## src/rtl/amp_seq_ctrl.sv

```systemverilog
// Amplifier power sequencer: enable, settle, push a register table over I2C, unmute;
// reverse order on disable. FAULT on NACK, cleared by dropping amp_on.
module amp_seq_ctrl #(
  parameter logic [6:0]  DEV_ADDR  = 7'h2C,
  parameter int unsigned EN_WAIT   = 1200,
  parameter int unsigned MUTE_WAIT = 480
) (
  input  logic        clk,
  input  logic        reset,
  input  logic        amp_on,
  input  logic [3:0]  tbl_len,
  output logic [3:0]  tbl_idx,
  input  logic [15:0] tbl_entry,
  output logic        wr_req,
  output logic [6:0]  wr_dev,
  output logic [7:0]  wr_reg,
  output logic [7:0]  wr_data,
  input  logic        wr_done,
  input  logic        wr_nack,
  output logic        amp_nenable,
  output logic        amp_mute,
  output logic        busy,
  output logic        fault,
  output logic [2:0]  state_mon
);

  localparam int unsigned MAXW = (EN_WAIT > MUTE_WAIT) ? EN_WAIT : MUTE_WAIT;
  localparam int unsigned CW   = $clog2(MAXW) + 1;
  localparam logic [CW-1:0] EN_LOAD   = CW'(EN_WAIT - 1);
  localparam logic [CW-1:0] MUTE_LOAD = CW'(MUTE_WAIT - 1);

  typedef enum logic [2:0] {
    S_OFF       = 3'd0,
    S_PWRUP     = 3'd1,
    S_CFG_ISSUE = 3'd2,
    S_CFG_WAIT  = 3'd3,
    S_UNMUTE    = 3'd4,
    S_RUN       = 3'd5,
    S_MUTE      = 3'd6,
    S_FAULT     = 3'd7
  } state_t;

  state_t        state, state_n;
  logic [CW-1:0] count, count_n;
  logic [3:0]    idx_n, idx_inc;
  logic          req_n, nen_n, mute_n, busy_n, fault_n;
  logic [7:0]    reg_n, data_n;

  assign wr_dev    = DEV_ADDR;
  assign state_mon = state;
  assign idx_inc   = tbl_idx + 4'd1;

  always_ff @(posedge clk or posedge reset) begin
    if (reset) begin
      state       <= S_OFF;
      count       <= '0;
      tbl_idx     <= '0;
      wr_req      <= 1'b0;
      wr_reg      <= '0;
      wr_data     <= '0;
      amp_nenable <= 1'b1;
      amp_mute    <= 1'b1;
      busy        <= 1'b0;
      fault       <= 1'b0;
    end else begin
      state       <= state_n;
      count       <= count_n;
      tbl_idx     <= idx_n;
      wr_req      <= req_n;
      wr_reg      <= reg_n;
      wr_data     <= data_n;
      amp_nenable <= nen_n;
      amp_mute    <= mute_n;
      busy        <= busy_n;
      fault       <= fault_n;
    end
  end

  always_comb begin
    state_n = state;
    count_n = count;
    idx_n   = tbl_idx;
    req_n   = wr_req;
    reg_n   = wr_reg;
    data_n  = wr_data;
    nen_n   = amp_nenable;
    mute_n  = amp_mute;

    case (state)
      S_OFF: begin
        nen_n  = 1'b1;
        mute_n = 1'b1;
        req_n  = 1'b0;
        if (amp_on) begin
          state_n = S_PWRUP;
          nen_n   = 1'b0;
          count_n = EN_LOAD;
        end
      end
      S_PWRUP: begin
        if (!amp_on) begin
          state_n = S_MUTE;
          mute_n  = 1'b1;
          count_n = MUTE_LOAD;
        end else if (count == '0) begin
          if (tbl_len == '0) begin
            state_n = S_UNMUTE;
            count_n = MUTE_LOAD;
          end else begin
            idx_n   = '0;
            state_n = S_CFG_ISSUE;
          end
        end else begin
          count_n = count - 1'b1;
        end
      end
      S_CFG_ISSUE: begin
        if (!amp_on) begin
          state_n = S_MUTE;
          mute_n  = 1'b1;
          count_n = MUTE_LOAD;
        end else begin
          reg_n   = tbl_entry[15:8];
          data_n  = tbl_entry[7:0];
          req_n   = 1'b1;
          state_n = S_CFG_WAIT;
        end
      end
      S_CFG_WAIT: begin
        // An in-flight write always completes; amp_on is only honoured at wr_done.
        if (wr_done) begin
          req_n = 1'b0;
          if (wr_nack) begin
            state_n = S_FAULT;
            nen_n   = 1'b1;
            mute_n  = 1'b1;
          end else begin
            idx_n = idx_inc;
            if (!amp_on) begin
              state_n = S_MUTE;
              count_n = MUTE_LOAD;
            end else if (idx_inc == tbl_len) begin
              state_n = S_UNMUTE;
              count_n = MUTE_LOAD;
            end else begin
              state_n = S_CFG_ISSUE;
            end
          end
        end
      end
      S_UNMUTE: begin
        if (!amp_on) begin
          state_n = S_MUTE;
          mute_n  = 1'b1;
          count_n = MUTE_LOAD;
        end else if (count == '0) begin
          mute_n  = 1'b0;
          state_n = S_RUN;
        end else begin
          count_n = count - 1'b1;
        end
      end
      S_RUN: begin
        if (!amp_on) begin
          mute_n  = 1'b1;
          count_n = MUTE_LOAD;
          state_n = S_MUTE;
        end
      end
      S_MUTE: begin
        mute_n = 1'b1;
        if (count == '0) begin
          nen_n   = 1'b1;
          state_n = S_OFF;
        end else begin
          count_n = count - 1'b1;
        end
      end
      S_FAULT: begin
        nen_n  = 1'b1;
        mute_n = 1'b1;
        req_n  = 1'b0;
        if (!amp_on) state_n = S_OFF;
      end
      default: state_n = S_OFF;
    endcase

    busy_n  = !(state_n == S_OFF || state_n == S_RUN || state_n == S_FAULT);
    fault_n = (state_n == S_FAULT);
  end

endmodule

```

## config.mk

```make
export PLATFORM = sky130hd
export DESIGN_NAME = amp_seq_ctrl
export DESIGN_NICKNAME = d
export VERILOG_FILES = /design/src/rtl/amp_seq_ctrl.sv
export SDC_FILE = /design/constraint.sdc
export NUM_CORES = 1
export LEC_CHECK = 0
export BUFFER_PORTS_ARGS = -buffer_cell sky130_fd_sc_hd__buf_2
export CAP_MARGIN = 20
export CORE_MARGIN = 2
export CORE_UTILIZATION = 52
export CTS_CLUSTER_DIAMETER = 120
export CTS_CLUSTER_SIZE = 40
export DETAILED_ROUTE_END_ITERATION = 16
export PLACE_DENSITY = 0.78
export SYNTH_ARGS = -nofsm -noshare
export SYNTH_HDL_FRONTEND = slang
export SYNTH_SLANG_ARGS = --single-unit
```

## constraint.sdc

```tcl
create_clock -name clk -period 5.85 [get_ports clk]
set_input_delay 0.8775 -clock clk [delete_from_list [all_inputs] [get_ports clk]]
set_output_delay 0.8775 -clock clk [all_outputs]
set_load 0.03 [all_outputs]
```

==> results.sh, run 1 <==
export IMPL_status="finished clean"
export IMPL_crit_type="flop to flop"
export IMPL_cts_tree="done"
export IMPL_clockPowerShare_pct=12.4
export IMPL_crit_fanout=17
export IMPL_drc=0
export IMPL_seq_power_share_pct=32.5
export IMPL_crit_start="count[0]$_DFFE_PP0P_"
export IMPL_finalCritPeriodShare_pct=44.15
export IMPL_synth_cells=250
export IMPL_place_ws_ns=3.207
export IMPL_final_cell_mix="buf_2 (52), dfrtp_1 (38), nor2_1 (25)"
export IMPL_fill_cells=380
export IMPL_cts_buffers_inserted=5
export IMPL_switching_share_pct=47.88
export IMPL_cp_end_kind="flop"
export IMPL_initial_utilization_pct=54.62
export IMPL_routed_wirelength_um=5291
export IMPL_drv_cap=0
export IMPL_slew_violations=0
export IMPL_finalNetCount=326
export IMPL_h_tree_depth=2
export IMPL_largest_register_ffs=12
export IMPL_netlist_area_leader_share_pct=39.44
export IMPL_drt_first_pass_iters=4
export IMPL_irDropWorstVdd_mv=0.3392
export IMPL_cts_setup_buffers=0
export IMPL_clock_fmax_ghz=0.3872
export IMPL_synth_area_per_cell_sq_um=9.644
export IMPL_tns_ns=0
export IMPL_grt_pass1_vias=1978
export IMPL_setup_slack_ns=3.267
export IMPL_internal_power_mw=0.8250
export IMPL_antenna_found_initial=0
export IMPL_rows=24
export IMPL_synth_ff_latch_count=40
export IMPL_rr_worst_depth=8
export IMPL_area_growth_pct=14.17
export IMPL_io_buffer_count=52
export IMPL_yosysWarnings=0
export IMPL_drt_iter0_markers=113
export IMPL_ys_types=59
export IMPL_hold_viol_final=0
export IMPL_synth_area_leaders="dfrtp_1 (39%), mux2_2 (7.5%), nor2_1 (3.9%)"
export IMPL_yosysSeqAreaShare_pct=41.62
export IMPL_rsz0062_at_grt="false"
export IMPL_drive_gt1_share_pct=31.44
export IMPL_holdWs_ns=0.5026
export IMPL_synth_async_sr_flop_share_pct=100.0
export IMPL_ctsHoldBuffers=0
export IMPL_wl_per_cell_um=15.07
export IMPL_synth_ff_type="dfrtp_1"
export IMPL_cts_buffer_depth=2
export IMPL_p_sw_mw=0.7579
export IMPL_mostFrequentLayoutCell="buf_2"
export IMPL_worstPathRequired_ns=6.04
export IMPL_r2r_start="count[0]$_DFFE_PP0P_"
export IMPL_grt_max_degree=41
export IMPL_setup_viol=0
export IMPL_crit_arrival_ns=2.77
export IMPL_yosys_area_top_type="dfrtp_1"
export IMPL_dieArea_sq_mm=0.005198
export IMPL_slew_limit_headroom_pct=57.57
export IMPL_tightestPinTransition_ns=0.6351
export IMPL_cts_sinks=40
export IMPL_grt_pass1_wl_um=9204
export IMPL_coreArea_sq_mm=0.004414
export IMPL_hp_start="amp_mute$_DFFE_PP1P_"
export IMPL_p_per_area_mw_per_mm2=575.1
export IMPL_stdcell_count=351
export IMPL_cts_resized=0
export IMPL_antenna_left=0
export IMPL_vias_per_cell=5.840
export IMPL_die_x_um=72.10
export IMPL_synthesis_area_sq_mm=0.002411
export IMPL_hp_class="flop to flop"
export IMPL_dp_hpwl_um=3945
export IMPL_io_pins=60
export IMPL_vias=2050
export IMPL_grt_use_total_pct=22.54
export IMPL_post_route_min_period_ns=2.583
export IMPL_clk_latency_ns=0.30
export IMPL_place_congestion=0.8967
export IMPL_finClkSkew_ns=0.008175
export IMPL_gr_total_overflow=0
export IMPL_worstHoldPathCells=2
export IMPL_cts_root_buf="clkbuf_8"
export IMPL_pwr_share_comb_pct=55.1
export IMPL_placed_cells=343
export IMPL_start_kind="flop"
export IMPL_die_y_um=72.10
export IMPL_num_antenna_cells=0
export IMPL_p_leak_nw=1.241
export IMPL_cts_reportedPaths_clkPinSlew_ns=0.08
export IMPL_synth_edf_count=0
[worst max-delay path: stages (launching register included)]
cell	delay, ns
dfrtp_1	0.41
inv_1	0.09
ha_1	0.21
nor4b_2	0.34
and3_1	0.48
nand3_4	0.13
a31oi_4	0.42
nor2_1	0.16
a22o_1	0.24
[per-layer routing]
layer | wire length, um | global-route usage (%) | vias to the layer above | share of wire, %
met5 | 0 | 0 | - | 0
li1 | - | - | 990 | -
met1 | 2278 | 29.19 | 984 | 43
met4 | 96 | 9.224 | 0 | 1.8
met2 | 2644 | 35.98 | 66 | 50
met3 | 272 | 5.833 | 10 | 5.1
[synth_stat cells, types with 2 or more instances]
cell type	number
ha_1	3
o21a_1	2
a211oi_1	2
a21oi_1	14
a21o_1	3
clkbuf_1	2
and3_1	2
nand2b_1	5
a22oi_1	2
o21bai_1	3
nand2_1	13
and2_1	3
buf_2	5
a21oi_2	2
nor2_1	25
nor2b_1	5
conb_1	2
inv_1	10
nor3_2	2
o21ai_0	15
xnor2_1	2
o31ai_1	2
a31oi_1	3
nand4_1	4
a22o_1	3
o41ai_1	3
o21ai_1	7
buf_4	8
mux2_2	16
nand3_1	7
dfrtp_1	38
nor3_1	5
xor2_1	2
a221oi_1	2
buf_6	2
o22ai_1	2
dfstp_2	2
[final timing paths]
check	endpoint	slack (ns)
min	amp_mute$_DFFE_PP1P_	0.50
max	count[8]$_DFFE_PP0P_	3.27
min reg2reg	amp_mute$_DFFE_PP1P_	0.50
max in group asynchronous	amp_mute$_DFFE_PP1P_	4.79
max reg2reg	count[8]$_DFFE_PP0P_	3.27
min in group asynchronous	wr_reg[6]$_DFFE_PP0P_	0.70
[through the flow]
stage / total power [mW] / area (sq um) / utilization (%)
finish: 1.583 / 2753 / 62.36
global route: 1.701 / 2753 / 62.36
CTS: 1.589 / 2753 / 62.36
detailed placement: 1.391 / 2655 / 60.15
global placement: 1.363 / 2644 / 59.89
floorplan: 1.197 / 2430 / -
[power by group through the flow]
stage / clock [mW] / combinational [mW] / sequential, mW
after floorplan: 0 / 0.561 / 0.636
after global placement: 0 / 0.850 / 0.513
after detailed placement: 0 / 0.872 / 0.519
after CTS: 0.201 / 0.875 / 0.513
after global routing: 0.212 / 0.955 / 0.534
final: 0.196 / 0.872 / 0.515
[layout make-up]
type                    count  area [sq um]  share of cell area, %
clock buffers               6         82.58                  3.000
clock inverters             2         15.01                 0.5455
inverters                  11         41.29                  1.500
multi-input cells         186          1266                  46.00
flip-flops and latches     40          1003                  36.45
well taps                  52         65.06                  2.364
repair buffers             54         279.0                  10.14
[kinds of logic (layout without fill, tap and decap cells)]
group | count (synthesis) | in the layout | synth area share (%)
AOI/OAI and AO/OA | 76 | 76 | 21.90
xor gates and xnor gates | 5 | 5 | 2.387
adders and majority gates | 3 | 3 | 1.557
buffers and inverters | 29 | 73 | 6.642
DFF | 40 | 40 | 41.62
muxes | 17 | 17 | 7.888
other | 2 | 7 | 0.3115
and+or+nand+nor | 78 | 78 | 17.70
Note: power is estimated with default switching activity, not from simulation.
==> run 2, diff against run 1 <==
- CORE_UTILIZATION: 52 -> 48
- PLACE_DENSITY: 0.78 -> 0.76
- clock period: 5.85 -> 2.2 ns (I/O delays scaled with it)
==> run 2 against run 1 <==
  * Core utilization up 0.88 points
  * Final cell count up 13%
  * Clock power rose to 3.0 times the previous value
  * Wire length up 9.9%
  * Worst hold slack worse by 0.36 ns
  * Sequential cell count unchanged
  * Design area up 10%
  * Non-clock buffer count up 29
==> results.sh, run 2 (synthesis results as in run 1) <==
export IMPL_finalPower_mw=4.704
export IMPL_crit_type="flop to flop"
export IMPL_final_cell_mix="buf_2 (53), dfrtp_1 (38), buf_4 (30)"
export IMPL_area_growth_pct=25.53
export IMPL_vias=2182
export IMPL_drt_iter0_markers=155
export IMPL_finClkSkew_ns=0.008412
export IMPL_grt_max_degree=41
export IMPL_finalNetCount=355
export IMPL_cts_sinks=40
export IMPL_io_pins=60
export IMPL_rsz0062_at_grt="true"
export IMPL_drt_first_pass_iters=5
export IMPL_hold_viol_final=0
export IMPL_post_route_min_period_ns=2.152
export IMPL_cts_root_buf="clkbuf_8"
export IMPL_pwr_share_comb_pct=60.5
export IMPL_h_tree_depth=2
export IMPL_p_sw_mw=2.132
export IMPL_finalCritPeriodShare_pct=97.81
export IMPL_die_y_um=74.88
export IMPL_seq_power_share_pct=27.1
export IMPL_status="finished clean"
export IMPL_cp_end_kind="flop"
export IMPL_p_leak_nw=1.405
export IMPL_rows=25
export IMPL_cts_tree="done"
export IMPL_tightestPinTransition_ns=0.5558
export IMPL_antenna_found_initial=0
export IMPL_slew_violations=0
export IMPL_irDropWorstVdd_mv=0.6513
export IMPL_grt_pass1_wl_um=8894
export IMPL_clockPowerShare_pct=12.4
export IMPL_cts_reportedPaths_clkPinSlew_ns=0.07
export IMPL_cts_buffers_inserted=5
export IMPL_switching_share_pct=45.32
export IMPL_holdWs_ns=0.1448
export IMPL_largest_register_ffs=12
export IMPL_coreArea_sq_mm=0.004786
export IMPL_gr_total_overflow=0
export IMPL_hp_class="primary input to asynchronous set/reset pin"
export IMPL_internal_power_mw=2.572
export IMPL_num_antenna_cells=0
export IMPL_die_x_um=74.88
export IMPL_crit_fanout=5
export IMPL_mostFrequentLayoutCell="buf_2"
export IMPL_initial_utilization_pct=50.38
export IMPL_drv_cap=0
export IMPL_setup_viol=0
export IMPL_dieArea_sq_mm=0.005606
export IMPL_clock_fmax_ghz=0.4647
export IMPL_wl_per_cell_um=14.72
export IMPL_worstPathRequired_ns=2.37
export IMPL_routed_wirelength_um=5816
export IMPL_p_per_area_mw_per_mm2=1554
export IMPL_drc=0
export IMPL_io_buffer_count=52
export IMPL_dp_hpwl_um=4218
export IMPL_start_kind="flop"
export IMPL_clk_latency_ns=0.29
export IMPL_drive_gt1_share_pct=38.41
export IMPL_place_congestion=0.9278
export IMPL_crit_arrival_ns=2.32
export IMPL_ctsHoldBuffers=0
export IMPL_cts_buffer_depth=2
export IMPL_antenna_left=0
export IMPL_r2r_setup_slack_ns=0.05
export IMPL_grt_use_total_pct=20.79
export IMPL_slew_limit_headroom_pct=62.66
export IMPL_grt_pass1_vias=1945
export IMPL_vias_per_cell=5.524
[run 2: layout make-up]
| class | count | area [sq um] |
|---|---|---|
| multi-input combinational | 186 | 1300 |
| sequential | 40 | 1003 |
| clock buffer | 6 | 72.57 |
| tap | 67 | 83.83 |
| fill | 396 | 1759 |
| timing repair buffer | 83 | 490.5 |
| clock inverter | 2 | 35.03 |
| inverter | 11 | 41.29 |
[run 2: worst paths after layout]
check / startpoint / to / cells after the start
setup reg to reg: tbl_idx[1]$_DFFE_PP0P_ / count[7]$_DFFE_PP0P_ / 8
hold reg to reg: wr_reg[4]$_DFFE_PP0P_ / wr_reg[4]$_DFFE_PP0P_ / 1
setup / recovery: tbl_idx[1]$_DFFE_PP0P_ / count[7]$_DFFE_PP0P_ / 8
min in group clk: tbl_entry[9] / wr_reg[1]$_DFFE_PP0P_ / 2
max in group asynchronous: reset / amp_nenable$_DFFE_PP1P_ / 3
hold / removal: reset / wr_data[6]$_DFFE_PP0P_ / 3
[run 2: power by group through the flow]
stage | clock network (mW) | registers [mW] | logic [mW]
floorplan | 0 | 1.69 | 1.49
global placement | 0 | 1.26 | 2.64
detailed placement | 0 | 1.27 | 2.68
CTS | 0.590 | 1.26 | 2.70
global route | 0.627 | 1.32 | 3.06
finish | 0.584 | 1.28 | 2.84
[run 2: critical path, cell delays in order, from the launching register on]
cell and delay, ns:
dfrtp_1 0.44, ha_4 0.19, xnor3_1 0.38, nand3_2 0.08, o211ai_1 0.27, a31oi_4 0.12
buf_2 0.19, o41ai_2 0.26, o21ai_1 0.10
[run 2: metrics by stage]
stage | instance area [sq um] | setup slack (ns) | std cells | util [%] | setup TNS [ns]
2_1_floorplan | 2430 | 0.02456 | 255 | - | 0
3_3_place_gp | 2858 | 0.1172 | 383 | 59.71 | 0
3_5_place_dp | 2858 | 0.01457 | 383 | 59.71 | 0
4_1_cts | 2965 | 0.01280 | 391 | 61.96 | 0
5_1_grt | 3027 | -0.03756 | 395 | 63.24 | -0.09293
6_report | 3027 | 0.04814 | 395 | 63.24 | 0
[run 2: what timing repair did]
action / CTS / global route
setup buffers: 0 / 4
setup endpoints to repair: 0 / 10
resized for setup: 0 / 7
[run 2: per-layer routing]
| metal | wire, um | vias up | part of all wire, % | GRT usage [%] |
|---|---|---|---|---|
| met3 | 488 | 10 | 8.4 | 5.489 |
| li1 | - | 1047 | - | - |
| met1 | 2515 | 1013 | 43 | 28.09 |
| met4 | 91 | 0 | 1.6 | 6.548 |
| met5 | 0 | - | 0 | 0 |
| met2 | 2721 | 112 | 47 | 32.75 |
==> run 3, diff against run 2 <==
- REMOVE_ABC_BUFFERS: unset -> 1
==> run 3 against run 2 <==
  * Via count up 0.41%
  * Clock power rose by 3.8%
  * Largest power group unchanged
  * Sequential share of layout area fell by 0.30 points
  * Maximum frequency rose by 2.3%
  * Design area grew 0.91%
  * First-iteration DRC count shrank 9.7%
  * Core utilization grew 0.58 points
  * Largest cell class unchanged
==> results.sh, run 3 (synthesis results as in run 1) <==
export IMPL_status="finished clean"
export IMPL_num_antenna_cells=0
export IMPL_rows=25
export IMPL_finalPower_mw=4.735
export IMPL_crit_type="flop to flop"
export IMPL_slew_limit_headroom_pct=65.12
export IMPL_slew_violations=0
export IMPL_cts_sinks=40
export IMPL_vias=2191
export IMPL_cts_reportedPaths_clkPinSlew_ns=0.08
export IMPL_crit_arrival_ns=2.29
export IMPL_io_pins=60
export IMPL_finClkSkew_ns=0.007217
export IMPL_io_buffer_count=52
export IMPL_worstPathRequired_ns=2.39
export IMPL_coreArea_sq_mm=0.004786
export IMPL_h_tree_depth=2
export IMPL_clock_fmax_ghz=0.4753
export IMPL_antenna_found_initial=0
export IMPL_cts_root_buf="clkbuf_8"
export IMPL_grt_pass1_vias=1905
export IMPL_crit_fanout=10
export IMPL_final_cell_mix="buf_2 (52), dfrtp_1 (38), buf_4 (29)"
export IMPL_grt_use_total_pct=20.35
export IMPL_postPlaceCellArea_sq_mm=0.002828
export IMPL_dp_hpwl_um=4248
export IMPL_antenna_left=0
export IMPL_finalCritPeriodShare_pct=95.63
export IMPL_drt_iter0_markers=140
export IMPL_post_route_min_period_ns=2.104
export IMPL_tightestPinTransition_ns=0.5191
export IMPL_cts_tree="done"
export IMPL_drc=0
export IMPL_finalNetCount=354
export IMPL_mostFrequentLayoutCell="buf_2"
export IMPL_routed_wirelength_um=5860
export IMPL_die_x_um=74.88
export IMPL_clk_latency_ns=0.30
export IMPL_die_y_um=74.88
export IMPL_p_leak_nw=1.398
export IMPL_p_per_area_mw_per_mm2=1550
export IMPL_cts_buffers_inserted=5
export IMPL_cp_end_kind="flop"
export IMPL_area_growth_pct=26.67
export IMPL_largest_register_ffs=12
export IMPL_gr_total_overflow=0
export IMPL_hold_viol_final=0
export IMPL_grt_max_degree=41
export IMPL_grt_pass1_wl_um=8756
export IMPL_irDropWorstVdd_mv=0.7450
export IMPL_wl_per_cell_um=14.87
export IMPL_drt_first_pass_iters=7
export IMPL_final_area_sq_mm=0.003054
export IMPL_ctsHoldBuffers=0
export IMPL_vias_per_cell=5.561
export IMPL_drv_cap=0
export IMPL_drive_gt1_share_pct=39.76
export IMPL_setup_viol=0
export IMPL_hp_class="primary input to asynchronous set/reset pin"
export IMPL_dieArea_sq_mm=0.005606
export IMPL_place_congestion=0.9629
export IMPL_initial_utilization_pct=50.38
export IMPL_cts_buffer_depth=2
export IMPL_start_kind="flop"
-- run 3: changes by cell type in the layout (fill, tap and decap cells not counted), sizes merged --
| cell | delta |
|---|---|
| buf | -2 |
| clkinvlp | +1 |
| clkbuf | -1 |
| a31oi | +1 |
-- run 3: per-layer routing --
layer,track usage [%],part of all wire (%)
met5,0,0
met4,6.349,1.2
met3,4.016,7.5
met2,33.53,47
met1,27.08,44
-- run 3: cell type report --
class                   instances  area (sq um)
clock inverters                 3         42.54
repair buffers                 81         478.0
flip-flops and latches         40          1003
inverters                      11         41.29
well taps                      67         83.83
fillers                       400          1732
clock buffers                   5         68.82
multi-input cells             187          1336
-- run 3: stage by stage --
stage / setup TNS [ns] / cells / setup WS (ns) / hold slack, ns / util, %
4_1_cts: 0 / 387 / 0.002247 / 0.1557 / 61.41
6_report: 0 / 394 / 0.09611 / 0.1352 / 63.82
3_3_place_gp: 0 / 379 / 0.04615 / 0.4728 / 59.09
2_1_floorplan: -0.9285 / 237 / -0.07321 / 0.4817 / -
3_5_place_dp: 0 / 379 / 0.01632 / 0.4778 / 59.09
5_1_grt: -0.003755 / 394 / -0.003755 / 0.1938 / 63.82
-- run 3: worst paths after layout --
check	depth (start not counted)	start	end	slack (ns)
min in group clk	2	tbl_entry[5]	wr_data[5]$_DFFE_PP0P_	0.26
setup / recovery	6	state_mon[2]$_DFF_PP0_	count[4]$_DFFE_PP0P_	0.1
hold reg to reg	1	wr_data[3]$_DFFE_PP0P_	wr_data[3]$_DFFE_PP0P_	0.50
hold / removal	3	reset	count[11]$_DFFE_PP0P_	0.14
max in group asynchronous	3	reset	amp_mute$_DFFE_PP1P_	1.70
setup reg to reg	6	state_mon[2]$_DFF_PP0_	count[4]$_DFFE_PP0P_	0.1
-- run 3: worst max-delay path: stages, from the launching register on --
cell	delay, ns
dfrtp_1	0.48
nor2b_1	0.37
a21oi_1	0.08
o21ai_1	0.39
a31oi_4	0.22
o21bai_1	0.21
a22o_1	0.23
-- run 3: repair_timing --
item	CTS	global route
endpoints found under the setup margin	0	16
setup buffers	0	6
resized for setup	0	12
-- run 3: report_power, final --
part / internal [mW] / total [mW] / leakage [nW] / switching (mW)
registers: 1.04 / 1.29 / 0.477 / 0.251
logic: 1.19 / 2.84 / 0.868 / 1.65
clock network: 0.336 / 0.606 / 0.0541 / 0.271
total: 2.56 / 4.74 / 1.40 / 2.17
